**src/rtl/dcache_responder.sv**
```systemverilog
// dcache_responder: direct-mapped, write-through, one-word-per-line data cache
// sitting between the MEM stage and a multi-cycle backing memory.
//
// state     | meaning
// ----------+-----------------------------------------------------------
// S_IDLE    | accepting requests; load hits are answered in this cycle
// S_RD_WAIT | load miss outstanding, bk_rd held until bk_ready
// S_WR_WAIT | store outstanding (write-through), bk_wr held until bk_ready
// S_DONE    | one-cycle release of the pipeline; fill data shown after a read
module dcache_responder #(
    parameter int NUM_LINES = 64,
    parameter int XLEN      = 32
) (
    input  logic            clk,
    input  logic            rst_b,
    input  logic [XLEN-1:0] cpu_addr,
    input  logic [7:0]      cpu_wdata [0:3],
    input  logic            cpu_rd,
    input  logic            cpu_wr,
    output logic [7:0]      cpu_rdata [0:3],
    output logic            stall,
    output logic            reg_write_enable_cache,
    output logic [XLEN-1:0] bk_addr,
    output logic [XLEN-1:0] bk_wdata,
    output logic            bk_rd,
    output logic            bk_wr,
    input  logic            bk_ready,
    input  logic [XLEN-1:0] bk_rdata,
    output logic [31:0]     hit_count,
    output logic [31:0]     miss_count
);

    localparam int IDX  = $clog2(NUM_LINES);
    localparam int TAGW = XLEN - IDX - 2;

    typedef enum logic [1:0] {
        S_IDLE    = 2'd0,
        S_RD_WAIT = 2'd1,
        S_WR_WAIT = 2'd2,
        S_DONE    = 2'd3
    } state_t;

    state_t                state_q;
    logic [NUM_LINES-1:0]  valid_q;
    logic [TAGW-1:0]       tag_q  [NUM_LINES];
    logic [31:0]           data_q [NUM_LINES];
    logic [XLEN-1:0]       bk_addr_q;
    logic [XLEN-1:0]       bk_wdata_q;
    logic                  bk_rd_q;
    logic                  bk_wr_q;
    logic [31:0]           fill_q;
    logic                  rwe_q;
    logic [31:0]           hit_count_q;
    logic [31:0]           miss_count_q;

    logic [IDX-1:0]        cpu_idx;
    logic [TAGW-1:0]       cpu_tag;
    logic [IDX-1:0]        bk_idx;
    logic [TAGW-1:0]       bk_tag;
    logic [XLEN-1:0]       word_addr;
    logic [31:0]           wr_word;
    logic                  hit;
    logic                  idle_load;
    logic [31:0]           rdata_word;
    logic                  unused_addr_lsb;

    assign cpu_idx   = cpu_addr[IDX+1:2];
    assign cpu_tag   = cpu_addr[XLEN-1:IDX+2];
    assign bk_idx    = bk_addr_q[IDX+1:2];
    assign bk_tag    = bk_addr_q[XLEN-1:IDX+2];
    assign word_addr = {cpu_addr[XLEN-1:2], 2'b00};
    assign wr_word   = {cpu_wdata[3], cpu_wdata[2], cpu_wdata[1], cpu_wdata[0]};
    assign hit       = valid_q[cpu_idx] && (tag_q[cpu_idx] == cpu_tag);
    // Store has priority, so a load only counts when cpu_wr is low.
    assign idle_load = (state_q == S_IDLE) && cpu_rd && !cpu_wr;

    assign unused_addr_lsb = ^cpu_addr[1:0];

    // Control FSM; every backing-side output and the counters are registered here.
    always_ff @(posedge clk or negedge rst_b) begin
        if (!rst_b) begin
            state_q      <= S_IDLE;
            valid_q      <= '0;
            bk_addr_q    <= '0;
            bk_wdata_q   <= '0;
            bk_rd_q      <= 1'b0;
            bk_wr_q      <= 1'b0;
            fill_q       <= '0;
            rwe_q        <= 1'b0;
            hit_count_q  <= '0;
            miss_count_q <= '0;
        end else begin
            rwe_q <= 1'b0;
            case (state_q)
                S_IDLE: begin
                    if (cpu_wr) begin
                        bk_addr_q  <= word_addr;
                        bk_wdata_q <= XLEN'(wr_word);
                        bk_wr_q    <= 1'b1;
                        state_q    <= S_WR_WAIT;
                    end else if (cpu_rd) begin
                        if (hit) begin
                            hit_count_q <= hit_count_q + 32'd1;
                        end else begin
                            miss_count_q <= miss_count_q + 32'd1;
                            bk_addr_q    <= word_addr;
                            bk_rd_q      <= 1'b1;
                            state_q      <= S_RD_WAIT;
                        end
                    end
                end
                S_RD_WAIT: begin
                    if (bk_ready) begin
                        valid_q[bk_idx] <= 1'b1;
                        fill_q          <= bk_rdata[31:0];
                        bk_rd_q         <= 1'b0;
                        rwe_q           <= 1'b1;
                        state_q         <= S_DONE;
                    end
                end
                S_WR_WAIT: begin
                    if (bk_ready) begin
                        bk_wr_q <= 1'b0;
                        state_q <= S_DONE;
                    end
                end
                S_DONE:  state_q <= S_IDLE;
                default: state_q <= S_IDLE;
            endcase
        end
    end

    // Line tag/data storage; validity lives in the reset domain above, so no reset needed.
    always_ff @(posedge clk) begin
        if ((state_q == S_IDLE) && cpu_wr && hit) begin
            data_q[cpu_idx] <= wr_word;
        end else if ((state_q == S_RD_WAIT) && bk_ready) begin
            tag_q[bk_idx]  <= bk_tag;
            data_q[bk_idx] <= bk_rdata[31:0];
        end
    end

    // Load data mux: hit data in IDLE, fill data in DONE after a read, zero otherwise.
    always_comb begin
        rdata_word = '0;
        if (idle_load && hit) begin
            rdata_word = data_q[cpu_idx];
        end else if ((state_q == S_DONE) && rwe_q) begin
            rdata_word = fill_q;
        end
    end

    assign cpu_rdata[0] = rdata_word[7:0];
    assign cpu_rdata[1] = rdata_word[15:8];
    assign cpu_rdata[2] = rdata_word[23:16];
    assign cpu_rdata[3] = rdata_word[31:24];

    assign stall = ((state_q == S_IDLE) && (cpu_wr || (cpu_rd && !hit)))
                 || (state_q == S_RD_WAIT) || (state_q == S_WR_WAIT);

    assign reg_write_enable_cache = rwe_q;
    assign bk_addr                = bk_addr_q;
    assign bk_wdata               = bk_wdata_q;
    assign bk_rd                  = bk_rd_q;
    assign bk_wr                  = bk_wr_q;
    assign hit_count              = hit_count_q;
    assign miss_count             = miss_count_q;

endmodule

```
**config.mk**
```make
export PLATFORM = sky130hd
export DESIGN_NAME = dcache_responder
export DESIGN_NICKNAME = d
export VERILOG_FILES = /design/src/rtl/dcache_responder.sv
export SDC_FILE = /design/constraint.sdc
export NUM_CORES = 2
export LEC_CHECK = 0
export CORE_ASPECT_RATIO = 1.25
export CORE_MARGIN = 2
export CORE_UTILIZATION = 55
export CTS_CLUSTER_DIAMETER = 30
export DETAILED_ROUTE_END_ITERATION = 10
export GPL_TIMING_DRIVEN = 0
export HOLD_SLACK_MARGIN = 0.15
export MAX_ROUTING_LAYER = met4
export PLACE_DENSITY = 0.76
export SLEW_MARGIN = 10
export SYNTH_ARGS = -nofsm -noshare
export SYNTH_HDL_FRONTEND = slang
export SYNTH_SLANG_ARGS = --single-unit
export TNS_END_PERCENT = 10
```
**constraint.sdc**
```tcl
create_clock -name clk -period 6.7 [get_ports clk]
set_input_delay 0.67 -clock clk [delete_from_list [all_inputs] [get_ports clk]]
set_output_delay 0.67 -clock clk [all_outputs]
set_load 0.01 [all_outputs]
```
==> results_dict.tcl <==
set metrics [dict create \
    outcome "complete, but fails checks" \
    violations "DRC, setup timing" \
    drt_iter0_drc 17000 \
    clk_latency_ps 990 \
    cts_tree "yes" \
    synthCells 6931 \
    cp.arrival_ps 6370 \
    setup_violations 1147 \
    grt_max_degree 97 \
    ys_seq_elements 3811 \
    dp_hpwl_mm 327 \
    routedWlPerCell_um 43.2 \
    async_flop_share_pct 5.96 \
    synth_seq_area_share_pct 76.2 \
    cp_cell_sequence "clkdlybuf4s50_1 -> clkbuf_2 -> clkbuf_2 -> and2_1 -> a22oi_1 -> o211ai_1 -> xor2_1 -> nor3_4 -> o2111a_1 -> a21oi_4 -> o21ai_2 -> buf_4 -> nand2_1 -> clkdlybuf4s50_1" \
    clock-root-buffer "clkbuf_16" \
    power_leakage_nw 61.3 \
    cts_buffers 561 \
    fin_total_pwr_mw 66.4 \
    syn_to_final_growth_pct 22.8 \
    initial_core_util_pct 55.2 \
    hold_class "in -> async" \
    critPathSlowestCell "and2_1" \
    ant_nets 0 \
    finalInstanceArea_um2 183000 \
    min_period_ps 7040 \
    drc_errors 5 \
    fin_ws_ps -339 \
    skew_ps 83.6 \
    final_common_cell "edfxtp_1" \
    setup_tns_ps -120530 \
    max_slew_margin_pct 9.46 \
    avgSynthCellArea_um2 21.5 \
    chipWidth_um 469 \
    drv_slew 0 \
    grt_antenna_before_repair 42 \
    slowest_delay_ps 850 \
    first_global_vias 88000 \
    cap_violations 0 \
    yosysTopAreaCellShare_pct 72.4 \
    nNetsFinal 8261 \
    fin_crit_sh_pct 105 \
    yosys-top-cells-area "edfxtp_1, mux4_2, dfrtp_1" \
    vias_per_cell 7.27 \
    track_usage_pct 39.3 \
    grt_remaining_overflow 0 \
    final_hold_viol_count 0 \
    final_cell_mix "edfxtp_1, mux4_2, clkbuf_16" \
    clock_path_buffers 4 \
    gp_congestion 0.975 \
    ios 265 \
    cts_max_level 6 \
    portBuffers 256 \
    rrSetupSlack_ps 120 \
    cts.clk_slew.worst_paths_ps 50 \
    vdd_drop_max_uv 379 \
    cts_sinks 3811 \
    rsz0062_at_grt "yes" \
    ff2ff_path_depth 15 \
    die_h_um 585 \
    core_um2 269000 \
    worstSetupEndpointType "output port" \
    max_freq_ghz 0.142 \
    grt_first_pass_wirelength_mm 710 \
    ys_warn_count 0 \
    postPlaceCellArea_um2 162000 \
    worstSetupPathType "in -> out" \
    ys.flop_type "edfxtp_1" \
    vias 88600 \
    synth_edf_count 3584 \
    dieArea_um2 275000 \
    r2r_start "tag_q[35][5]$_DFFE_PP_" \
    syn_area_um2 149000 \
    dr.pass1.iters 11 \
    core.rowCount 213 \
    synth_cell_type_count 82 \
    synth_top_area_cell "edfxtp_1" \
    critPathRequiredTime_ps 6030 \
    rr_endpoint "data_q[4][16]$_DFFE_PP_" \
    worst_pin_slew_ps 1360 \
    fin_hold_ws_ps 194 \
    cp_max_fo 10 \
    layout-drive-gt1-share_pct 33.7 \
    finalCoreUtilization_pct 67.8 \
    finalWirelength_mm 527 \
    powerDensity_nw_per_um2 364 \
    start_kind "primary input" \
]
[sequential cells by signal, summed over array words and instances (netlist names)]
signal,cells
miss_count,32
bk_addr,30
bk_rd,1
reg_write_enable_cache,1
data_q,2048
fill_q,32
hit_count,32
tag_q,1536
state_q,2
valid_q,64
bk_wdata,32
bk_wr,1
[worst max-delay path, delay by kind of cell]
kind | cells | cell delay (ps)
buffers and inverters | 5 | 2080
AO/OA/AOI/OAI | 5 | 1950
AND/OR/NAND/NOR | 3 | 1430
XOR/XNOR | 1 | 210
[cells by family (layout without fill, tap and decap cells)]
group	after synthesis	in the layout	synth area share [%]
AOI/OAI and AO/OA	509	509	2.37
xor gates and xnor gates	85	85	0.501
adders and majority gates	6	6	0.0505
buffers and inverters	414	2088	1.39
DFF	3811	3811	76.2
muxes	1444	1444	17.2
other	1	47	0.00252
and+or+nand+nor	661	661	2.25
[timing repair]
action                                  in CTS  in global routing
hold endpoints to repair                   196                  0
hold buffers                                 1                  0
resized for setup                          431                 73
endpoints found under the setup margin    5756                606
setup buffers                                8                  1
gates cloned                                 0                  0
pin swaps                                    6                 10
[layer usage]
metal | GRT usage (%) | wire length, µm | vias to the layer above | share of wire, %
met5 | - | 0 | - | 0
met4 | 30.5 | 54300 | 0 | 10
met3 | 13.3 | 73200 | 2888 | 14
met2 | 59.3 | 245000 | 9174 | 47
met1 | 42.8 | 154000 | 44900 | 29
li1 | - | - | 31700 | -
[where the power goes]
group          switching, mW  internal [mW]  leakage (nW)  total [mW]
Clock                   11.7           18.0          9.07        29.7
Sequential             0.993           28.7          35.1        29.7
Combinational           4.76           2.23          17.1        6.99
[cell type report]
type                            instances  area, µm²
Clock buffer                          618      14400
Timing Repair Buffer                  667       7930
Sequential cell                      3811     113000
Tap cell                             3547       4440
Clock inverter                        397       4380
Inverter                               15       57.6
Fill cell                           15300      86600
Antenna cell                           45        113
Buffer                                391       3010
Multi-Input combinational cell       2707      34900
[how the worst max path moves through the flow]
stage,start,end,cells after the start
4_1_cts,cpu_addr[2],cpu_rdata[30],20
3_3_place_gp,cpu_addr[3],tag_q[23][5]$_DFFE_PP_,18
6_report,cpu_addr[7],stall,14
3_5_place_dp,cpu_addr[3],data_q[46][24]$_DFFE_PP_,18
5_1_grt,cpu_addr[7],stall,16
2_1_floorplan,cpu_addr[2],data_q[11][0]$_DFFE_PP_,18
[metrics by stage]
step / instances / setup slack [ps]
5_1_grt: 12200 / -143
4_1_cts: 12200 / 6.73
6_report: 12200 / -339
2_1_floorplan: 6932 / 524
3_3_place_gp: 10700 / -7260
3_5_place_dp: 11100 / -3030
[Yosys cell counts, types with 17 or more instances]
| library cell | count |
|---|---|
| a22oi_1 | 176 |
| mux4_2 | 876 |
| xor2_1 | 30 |
| buf_2 | 89 |
| nand4_1 | 46 |
| buf_4 | 59 |
| o22ai_1 | 25 |
| nor2b_1 | 17 |
| mux2i_1 | 397 |
| dfrtp_1 | 227 |
| edfxtp_1 | 3584 |
| mux2_2 | 168 |
| nand2_1 | 206 |
| nor2_1 | 47 |
| buf_1 | 19 |
| buf_6 | 21 |
| xnor2_1 | 55 |
| a21oi_1 | 93 |
| o21bai_1 | 65 |
| nand3_1 | 108 |
| o21ai_0 | 49 |
| and3_1 | 58 |
| clkbuf_1 | 209 |
| nor3_1 | 97 |
Power figures use the tool's default switching activity.
